**config.mk**
```make
export PLATFORM = sky130hd
export DESIGN_NAME = key_entry_display
export DESIGN_NICKNAME = d
export VERILOG_FILES = /design/src/rtl/key_entry_display.sv
export SDC_FILE = /design/constraint.sdc
export NUM_CORES = 1
export LEC_CHECK = 0
export CORE_ASPECT_RATIO = 2
export CORE_UTILIZATION = 40
export CTS_CLUSTER_DIAMETER = 120
export DETAILED_ROUTE_END_ITERATION = 8
export PLACE_DENSITY_LB_ADDON = 0.15
export SLEW_MARGIN = 20
export SYNTH_ARGS = -nofsm -noshare
export SYNTH_HDL_FRONTEND = slang
export SYNTH_SLANG_ARGS = --single-unit
```
**constraint.sdc**
```tcl
create_clock -name clk -period 3.2 [get_ports clk]
set_input_delay 0.64 -clock clk [delete_from_list [all_inputs] [get_ports clk]]
set_output_delay 0.64 -clock clk [all_outputs]
set_load 0.005 [all_outputs]
```
**src/rtl/key_entry_display.sv**
```systemverilog
// -----------------------------------------------------------------------------
// key_entry_display
//
// Consumes the 4x4 keypad scanner's key_flag/key_val pair and turns each press
// into one edit of an 8-digit hex entry buffer:
//   0x0..0xD  shift the digit in from the right (ignored when 8 digits held)
//   0xE       backspace (drop the rightmost digit)
//   0xF       clear
// It also drives an 8-digit multiplexed seven-segment display from the buffer.
//
// Build option:
//   KEY_DISP_BLANK_EN  when defined, unentered leading digits are blanked and
//                      digit 0 shows "0" while the buffer is empty. When not
//                      defined, all eight digits are always lit.
//
// Parameters:
//   SCAN_DIV    clk cycles per digit slot (2..2^20)
//   SETTLE_CYC  clk cycles from synchronized key_flag rise to key_val sample
//               (1..2^22)
//
// Ports:
//   clk           system clock
//   rst           asynchronous, active-high reset
//   key_flag      scanner key-pressed level (asynchronous to clk)
//   key_val[3:0]  scanner key code, quasi-static once settled
//   seg_an[7:0]   digit anodes, active-low, bit i = digit i (0 = rightmost)
//   seg_out[7:0]  segment cathodes, active-low, bit7 = dp, bits6..0 = g..a
//   entry_word    entry buffer, nibble i = digit i
//   entry_count   number of entered digits, 0..8
//   entry_strobe  one-cycle pulse, coincident with every buffer change
// -----------------------------------------------------------------------------
module key_entry_display #(
    parameter int SCAN_DIV   = 100000,
    parameter int SETTLE_CYC = 2097152
) (
    input  logic        clk,
    input  logic        rst,
    input  logic        key_flag,
    input  logic [3:0]  key_val,
    output logic [7:0]  seg_an,
    output logic [7:0]  seg_out,
    output logic [31:0] entry_word,
    output logic [3:0]  entry_count,
    output logic        entry_strobe
);

    localparam int DIV_W = $clog2(SCAN_DIV);
    localparam int SET_W = $clog2(SETTLE_CYC + 1);

    localparam logic [DIV_W-1:0] DIV_LAST   = DIV_W'(SCAN_DIV - 1);
    localparam logic [SET_W-1:0] SETTLE_LD  = SET_W'(SETTLE_CYC - 1);

    typedef enum logic [1:0] {
        IDLE,
        SETTLE,
        EXEC,
        HOLD
    } state_t;

    // -------------------------------------------------------------------------
    // key_flag synchronizer and rising-edge detector
    // -------------------------------------------------------------------------
    logic flag_meta;
    logic flag_sync;
    logic flag_sync_d;
    logic flag_rise;

    // NOTE: every clocked register uses non-blocking assignment so all flops
    // sample their inputs from the same edge, independent of statement order.
    always_ff @(posedge clk or posedge rst) begin
        if (rst) begin
            flag_meta   <= 1'b0;
            flag_sync   <= 1'b0;
            flag_sync_d <= 1'b0;
        end else begin
            flag_meta   <= key_flag;
            flag_sync   <= flag_meta;
            flag_sync_d <= flag_sync;
        end
    end

    // Because the synchronizer resets to 0, a key still held across a reset
    // release shows up as a fresh rise and gets processed once.
    assign flag_rise = flag_sync & ~flag_sync_d;

    // -------------------------------------------------------------------------
    // Capture FSM
    // -------------------------------------------------------------------------
    state_t           state;
    state_t           state_nxt;
    logic [SET_W-1:0] settle_cnt;
    logic [SET_W-1:0] settle_cnt_nxt;
    logic [3:0]       key_q;
    logic             key_load;

    always_ff @(posedge clk or posedge rst) begin
        if (rst) begin
            state      <= IDLE;
            settle_cnt <= '0;
            key_q      <= 4'h0;
        end else begin
            state      <= state_nxt;
            settle_cnt <= settle_cnt_nxt;
            if (key_load) begin
                key_q <= key_val;
            end
        end
    end

    // NOTE: every signal driven here gets a default first, so no path through
    // the case statement can leave it unassigned and infer a latch.
    always_comb begin
        state_nxt      = state;
        settle_cnt_nxt = settle_cnt;
        key_load       = 1'b0;

        unique case (state)
            IDLE: begin
                if (flag_rise) begin
                    settle_cnt_nxt = SETTLE_LD;
                    state_nxt      = SETTLE;
                end
            end

            SETTLE: begin
                // A flag that drops before the window closes was a glitch or
                // an aborted press: abandon it without touching the buffer.
                if (!flag_sync) begin
                    state_nxt = IDLE;
                end else if (settle_cnt == '0) begin
                    // key_val is quasi-static by now, so it is sampled
                    // directly rather than through a synchronizer.
                    key_load  = 1'b1;
                    state_nxt = EXEC;
                end else begin
                    settle_cnt_nxt = settle_cnt - 1'b1;
                end
            end

            EXEC: begin
                state_nxt = HOLD;
            end

            HOLD: begin
                // Wait for release so a held key never auto-repeats.
                if (!flag_sync) begin
                    state_nxt = IDLE;
                end
            end

            default: begin
                state_nxt = IDLE;
            end
        endcase
    end

    // -------------------------------------------------------------------------
    // Entry buffer: command execution
    // -------------------------------------------------------------------------
    logic [31:0] word_nxt;
    logic [3:0]  count_nxt;
    logic        strobe_nxt;

    always_comb begin
        word_nxt   = entry_word;
        count_nxt  = entry_count;
        strobe_nxt = 1'b0;

        if (state == EXEC) begin
            if (key_q == 4'hF) begin
                // Clear always reports, even on an already empty buffer.
                word_nxt   = 32'h0;
                count_nxt  = 4'd0;
                strobe_nxt = 1'b1;
            end else if (key_q == 4'hE) begin
                if (entry_count != 4'd0) begin
                    word_nxt   = {4'h0, entry_word[31:4]};
                    count_nxt  = entry_count - 4'd1;
                    strobe_nxt = 1'b1;
                end
            end else begin
                if (entry_count < 4'd8) begin
                    word_nxt   = {entry_word[27:0], key_q};
                    count_nxt  = entry_count + 4'd1;
                    strobe_nxt = 1'b1;
                end
            end
        end
    end

    always_ff @(posedge clk or posedge rst) begin
        if (rst) begin
            entry_word   <= 32'h0;
            entry_count  <= 4'd0;
            entry_strobe <= 1'b0;
        end else begin
            entry_word   <= word_nxt;
            entry_count  <= count_nxt;
            entry_strobe <= strobe_nxt;
        end
    end

    // -------------------------------------------------------------------------
    // Display scan: slot divider and digit index
    // -------------------------------------------------------------------------
    logic [DIV_W-1:0] div_cnt;
    logic [2:0]       idx;

    always_ff @(posedge clk or posedge rst) begin
        if (rst) begin
            div_cnt <= '0;
            idx     <= 3'd0;
        end else if (div_cnt == DIV_LAST) begin
            div_cnt <= '0;
            idx     <= idx + 3'd1;   // 3-bit wrap gives 7 -> 0
        end else begin
            div_cnt <= div_cnt + 1'b1;
        end
    end

    // -------------------------------------------------------------------------
    // Glyph lookup and digit enable
    // -------------------------------------------------------------------------
    function automatic logic [7:0] glyph(input logic [3:0] nib);
        logic [7:0] g;
        case (nib)
            4'h0: g = 8'hC0;
            4'h1: g = 8'hF9;
            4'h2: g = 8'hA4;
            4'h3: g = 8'hB0;
            4'h4: g = 8'h99;
            4'h5: g = 8'h92;
            4'h6: g = 8'h82;
            4'h7: g = 8'hF8;
            4'h8: g = 8'h80;
            4'h9: g = 8'h90;
            4'hA: g = 8'h88;
            4'hB: g = 8'h83;
            4'hC: g = 8'hC6;
            4'hD: g = 8'hA1;
            4'hE: g = 8'h86;
            default: g = 8'h8E;
        endcase
        return g;
    endfunction

    logic       digit_en;
    logic [3:0] digit_nib;

`ifdef KEY_DISP_BLANK_EN
    // Light only entered digits; an empty buffer still shows a single "0".
    assign digit_en = ({1'b0, idx} < entry_count) ||
                      ((idx == 3'd0) && (entry_count == 4'd0));
`else
    assign digit_en = 1'b1;
`endif

    assign digit_nib = entry_word[{idx, 2'b00} +: 4];

    // Registered outputs: a new idx or buffer value appears one cycle later.
    always_ff @(posedge clk or posedge rst) begin
        if (rst) begin
            seg_an  <= 8'hFF;
            seg_out <= 8'hFF;
        end else if (digit_en) begin
            seg_an  <= ~(8'b1 << idx);
            seg_out <= glyph(digit_nib);
        end else begin
            seg_an  <= 8'hFF;
            seg_out <= 8'hFF;
        end
    end

endmodule
```
# Word-level counts from Yosys, hierarchy flattened
# Memories as Yosys holds them, arrays and structs flattened. A register that Yosys moved wholly into a read port is not among the register bits.
# Index checks and enable logic that the tools add are counted.
dict set report word_totals {
  register_bits 104
  rom_bits 112
  input_bits 7
  out_inout_bits 53
  wordCells 71
  n_memories 1
}
dict set report classes {
  n_addsub 5
  n_lt_le_gt_ge 1
  n_eq_ne 12
  n_shift 2
  muxes 26
  bitwise_logic 3
  reduce_logical 8
}
# name words word_bits read_ports rd_ports_with_merged_regs write_ports line
set memory_table {}
lappend memory_table {{(no name shown)} 16 7 1 1 0 226} ;# case (nib)
# cell n
set op_table {}
lappend op_table {{two-way mux 32 bit} 4}
lappend op_table {{two-way mux 22 bit} 3}
lappend op_table {{case mux 22 bit (2 select lines)} 1}
lappend op_table {{variable part select 32 x 6 -> 4 bit} 1}
lappend op_table {{logical NOT 22 bit} 1}
lappend op_table {{subtractor 22 x 1 -> 22 bit (second input constant)} 1}
lappend op_table {{adder 17 x 1 -> 17 bit (second input constant)} 1}
lappend op_table {{== test 17 bit (second input constant)} 1}
lappend op_table {{two-way mux 17 bit} 1}
lappend op_table {{two-way mux 4 bit} 4}
lappend op_table {{== test 4 bit (second input constant)} 2}
lappend op_table {{two-way mux 1 bit} 8}
lappend op_table {{two-way mux 2 bit} 4}
lappend op_table {{inequality test 2 bit (second input constant)} 4}
lappend op_table {{NOT 8 bit} 1}
lappend op_table {{case mux 2 bit (4 select lines)} 1}
lappend op_table {{left shift 1 x 3 -> 8 bit (first input constant)} 1}
lappend op_table {{AND reduction 3 bit} 2}
lappend op_table {{adder 4 x 1 -> 4 bit (second input constant)} 1}
lappend op_table {{== test 2 bit (second input constant)} 2}
lappend op_table {{< comparator 4 bit (second input constant)} 1}
lappend op_table {{AND reduction 4 bit} 1}
lappend op_table {{nonzero test 4 bit} 1}
lappend op_table {{subtractor 4 x 1 -> 4 bit (second input constant)} 1}
lappend op_table {{9 further kinds} 9}

# Logic depth before layout (Yosys ltp)
dict set report depth {
  word_depth 5
  mapped_depth 9
  mapped_depth_nobuf 8
}

# Worst setup path before layout
# No wires, ideal clock.
dict set report synth_path {
  path_kind {reg-to-reg}
  start {register idx[1]}
  end {register seg_out[3]}
  t_arrival_ps 2191
  setup_slack_ps 932
  path_stages_with_launch 10
  path_cell_list {dfrtp_1 -> buf_2 -> mux4_2 -> mux2i_1 -> inv_1 -> ha_1 -> inv_1 -> nor2_1 -> nand3b_1 -> o21a_1}
}
dict set report synth_between {
  elab_chain_cells 1
}
# item line
set synth_lines {}
lappend synth_lines {{start, declared} 207} ;# logic [2:0] idx;
lappend synth_lines {{start signal, assigned} 215} ;# idx <= idx + 3'd1;
lappend synth_lines {{variable part select 32 x 6 -> 4 bit} 258} ;# assign digit_nib = entry_word[{idx, 2'b00} +: 4];
lappend synth_lines {{end, declared} 41} ;# output logic [7:0] seg_out,
# Every way passes these cells.
# A chain may end at the register's enable or synchronous reset.

# Final worst setup path
# Ends and elaborated chain as after synthesis.

==> summary.md <==
The flow ran to the end, and the final reports show no timing, DRC or antenna violations. The worst hold path depth was 0. The number of nets handed over by synthesis was 556.

Type of the tightest min-delay check: flip-flop to flip-flop. For this block, the initial DRC count from the detailed router was 223. The share of synthesized registers carrying an async set or reset works out to 1.00.

Static timing analysis puts the maximum clock frequency at 400 MHz. Buffers placed on the I/O ports in this run total 58. The number of setup buffers added after CTS came out at 0. The tools report the clock tree root driver cell as sky130_fd_sc_hd__clkbuf_16. The number of buffers and inverters on the critical path works out to 2. In the synthesized netlist the dominant register cell turns out to be sky130_fd_sc_hd__dfrtp_1. The number of global-route vias before repair was 4128; the mean post-synth cell area was 10.0 um^2. The multi-input combinational cells in the finished layout cover a total of 2570 um^2. For the required time at the endpoint of the critical path, the log shows 3.48 ns. No sink is reached through more buffers than the 2 on the longest clock path.

The cell that appears most often on the critical path is sky130_fd_sc_hd__inv_1. The post-synthesis register bit count was 103; the number of sinks handled by clock tree synthesis was 103. The die area came out at 13900 um^2. The critical path goes through mux4_2, mux2i_1, inv_1, ha_1, inv_1, nor2_1, nand3b_1, o21a_1. For this design the static power due to leakage is 2.60 nW. The critical path class was flip-flop to flip-flop.

The final period utilization works out to 0.780. The final-report setup violation count is 0. After routing, the total negative slack on setup checks comes to 0 ns. The hold violation count in the final report is 0.

In this run the worst path has a maximum fanout of 6. The startpoint identified for the worst register-to-register timing path is idx[1]. The logs give 0 for the number of nets still failing antenna checks after routing and 1204 for the filler cell count. The first global-routing pass estimated 20900 um of wire.

Yosys mapped a number of flops with a built-in enable equal to 0. In the synthesized netlist, the number of instances is 532. The layout net count is 611, and the post-cts resize count is 0. Setup repair after global routing left no endpoint under its margin. The starting density of the core was 0.411. The worst hold path terminates at flag_sync. In this run the most critical hold path is launched from flag_meta. The logs give 0.192 for the global-route total usage across every layer and 60 for the I/O pin count.

The die outline width is 83.8 um, and the power density over cell area is 393 nW/um^2. The clock reaches the later pin of the worst-skew pair after 0.35 ns. The logs give 0 for the total overflow reported by the global router and 12800 um for the total length of routed wires. The total standard cell area after synthesis is 5350 um^2. The total clock buffers created by CTS is 9, and the max-cap violation count is 0. The total area inside the core boundary comes to 13000 um^2. Detailed routing inserted a total of 4165 vias. For this design, the CTS-stage hold fixing added 0 buffers.

The worst-margin pin slew is 0.852 ns. The first detailed-routing pass took 4 iterations. The die is 166 um tall. The maximum VDD drop is 0.245 mV, and the deepest level of the CTS H-tree is 3. The largest net degree at the start of global routing was 53; the detailed-placement wirelength estimate was 9290 um. The worst register-to-register path ends at seg_out[3]. Measured in cells, the most critical reg-to-reg path has a length of 8. The tools report the clock skew as 0.00628 ns.

TritonCTS built the clock tree. The initial antenna violation count is 0, and the number of rows in the core area is 59. The tightest slew margin relative to the limit is 0.415. The largest individual stage delay along the critical path comes from the cell sky130_fd_sc_hd__mux4_2. The number of pins with negative max-slew slack in the final report was 0; the delay contributed by the slowest stage of the critical path was 0.54 ns.

The run gives 0.486 as the proportion of synthesized chip area in sequential cells. Area added between synthesis and finish: 21.1%. After detailed routing, the average wire length per cell comes to 17.2 um.

The last weighted congestion value of the routability-driven placer came out at 0.807. In this run the register-to-register setup slack is 0.70 ns. The clock transition at the register clock pins on the worst setup and hold paths after CTS is 0.07 ns. Cell area reported after detailed placement: 6160 um^2. Summing all non-filler instances in the final layout gives an area of 6470 um^2. The number of distinct library cell variants in the gate-level netlist after synthesis is 66, and the share of layout cells above drive strength 1 is 0.123.

Number of antenna cells inserted: 0. The final critical path time including I/O delays and setup was 2.50 ns; the data arrival at the endpoint of the critical path was 2.78 ns. In the routed layout, each cell is associated on average with a via count of 5.60. Yosys printed 0 warnings. The final core area utilization came out at 0.498. The worst setup path is captured at a flip-flop.

The startpoint class of the critical path was a flip-flop. The DRC violations left is 0, and the combined flip-flop and latch cell area is 2600 um^2. Grouping stages by cell kind, the critical path spends the most delay in multiplexers.
==> sequential cells by signal (all words and copies together) (netlist names), 3 cells and up, named ones only <==
name	cells
div_cnt	17
entry_count	4
entry_word	32
idx	3
key_q	4
seg_an	8
seg_out	7
settle_cnt	22
==> layout make-up <==
class / instances / share of cell area
Clock inverter: 7 / 0.0135
Inverter: 24 / 0.0145
Sequential cell: 103 / 0.401
Clock buffer: 9 / 0.0348
Multi-Input combinational cell: 379 / 0.397
Timing Repair Buffer: 70 / 0.109
Tap cell: 152 / 0.0294
==> stage by stage <==
stage | setup WS, ns | total power, mW | std cells | hold WS [ns]
floorplan | 0.932 | 1.39 | 532 | 0.331
global placement | 0.774 | 1.42 | 728 | 0.338
detailed placement | 0.710 | 1.42 | 728 | 0.343
CTS | 0.687 | 2.58 | 744 | 0.357
global route | 0.496 | 2.64 | 744 | 0.384
finish | 0.703 | 2.55 | 744 | 0.353
==> cell usage in the layout (no fill, tap or decap), types with 4 or more instances in the layout <==
| cell | instances |
|---|---|
| sky130_fd_sc_hd__clkbuf_16 | 9 |
| sky130_fd_sc_hd__or4_1 | 6 |
| sky130_fd_sc_hd__a21oi_1 | 59 |
| sky130_fd_sc_hd__a31oi_1 | 4 |
| sky130_fd_sc_hd__nor3_1 | 16 |
| sky130_fd_sc_hd__o21ai_0 | 18 |
| sky130_fd_sc_hd__ha_1 | 16 |
| sky130_fd_sc_hd__buf_4 | 9 |
| sky130_fd_sc_hd__nand3_1 | 25 |
| sky130_fd_sc_hd__xnor2_1 | 10 |
| sky130_fd_sc_hd__and3_1 | 7 |
| sky130_fd_sc_hd__or3_1 | 6 |
| sky130_fd_sc_hd__o21ai_1 | 4 |
| sky130_fd_sc_hd__nand2_1 | 29 |
| sky130_fd_sc_hd__clkdlybuf4s50_1 | 58 |
| sky130_fd_sc_hd__mux2i_1 | 8 |
| sky130_fd_sc_hd__dfrtp_1 | 88 |
| sky130_fd_sc_hd__dfstp_2 | 15 |
| sky130_fd_sc_hd__nor3b_1 | 21 |
| sky130_fd_sc_hd__nor2b_1 | 6 |
| sky130_fd_sc_hd__inv_1 | 22 |
| sky130_fd_sc_hd__nor2_1 | 51 |
| sky130_fd_sc_hd__o31ai_1 | 9 |
| sky130_fd_sc_hd__nand4_1 | 4 |
| sky130_fd_sc_hd__and4_1 | 5 |
| sky130_fd_sc_hd__xor2_1 | 9 |
| sky130_fd_sc_hd__mux4_2 | 8 |
==> per-layer routing <==
layer,part of all wire,wire length (um),vias to the layer above,track usage
met1,0.39,4990,2063,0.209
met4,0.020,257,0,0.0732
met2,0.56,7180,67,0.366
met3,0.027,340,17,0.0333
met5,0,0,-,0
li1,-,-,2018,-
==> cell usage after synthesis, types with 4 or more instances <==
cell | number | share of area
sky130_fd_sc_hd__a21oi_1 | 59 | 0.055
sky130_fd_sc_hd__nor2b_1 | 6 | 0.0070
sky130_fd_sc_hd__nand3_1 | 26 | 0.024
sky130_fd_sc_hd__nor3_1 | 16 | 0.015
sky130_fd_sc_hd__inv_1 | 23 | 0.016
sky130_fd_sc_hd__clkbuf_1 | 16 | 0.011
sky130_fd_sc_hd__dfrtp_1 | 88 | 0.41
sky130_fd_sc_hd__o21ai_0 | 18 | 0.017
sky130_fd_sc_hd__mux4_2 | 8 | 0.034
sky130_fd_sc_hd__and3_1 | 7 | 0.0082
sky130_fd_sc_hd__xor2_1 | 9 | 0.015
sky130_fd_sc_hd__nor3b_1 | 21 | 0.029
sky130_fd_sc_hd__dfstp_2 | 15 | 0.074
sky130_fd_sc_hd__a31oi_1 | 4 | 0.0047
sky130_fd_sc_hd__buf_2 | 7 | 0.0066
sky130_fd_sc_hd__ha_1 | 16 | 0.037
sky130_fd_sc_hd__or4_1 | 6 | 0.0084
sky130_fd_sc_hd__and4_1 | 5 | 0.0082
sky130_fd_sc_hd__o31ai_1 | 9 | 0.013
sky130_fd_sc_hd__o21ai_1 | 4 | 0.0037
sky130_fd_sc_hd__nand2_1 | 29 | 0.020
sky130_fd_sc_hd__xnor2_1 | 10 | 0.016
sky130_fd_sc_hd__nor2_1 | 51 | 0.036
sky130_fd_sc_hd__or3_1 | 6 | 0.0070
sky130_fd_sc_hd__mux2i_1 | 8 | 0.015
sky130_fd_sc_hd__nand4_1 | 4 | 0.0047
==> kinds of logic after synthesis <==
kind of cell,share of synthesized area
compound gates,0.129
fa+ha+maj,0.0412
flops,0.486
other cells,0.000701
xor+xnor,0.0311
simple gates,0.215
buf+inv,0.0374
mux,0.0592
==> where the power goes <==
part	leakage, nW	switching [mW]	total (mW)	internal, mW
Sequential	1.26	0.00966	1.32	1.31
Combinational	1.19	0.0483	0.0730	0.0246
Clock	0.154	0.528	1.15	0.627
Total	2.60	0.586	2.55	1.96
==> worst max-delay path by stage <==
stage	slack, ns	cells after the start	end	start
after CTS	0.69	8	seg_out[3]	idx[1]
final	0.70	8	seg_out[3]	idx[1]
after floorplan	0.93	9	seg_out[3]	idx[1]
after global routing	0.50	8	seg_out[3]	idx[1]
after detailed placement	0.71	8	seg_out[3]	idx[1]
after global placement	0.77	8	seg_out[3]	idx[1]
(Power assumes the default switching activity.)
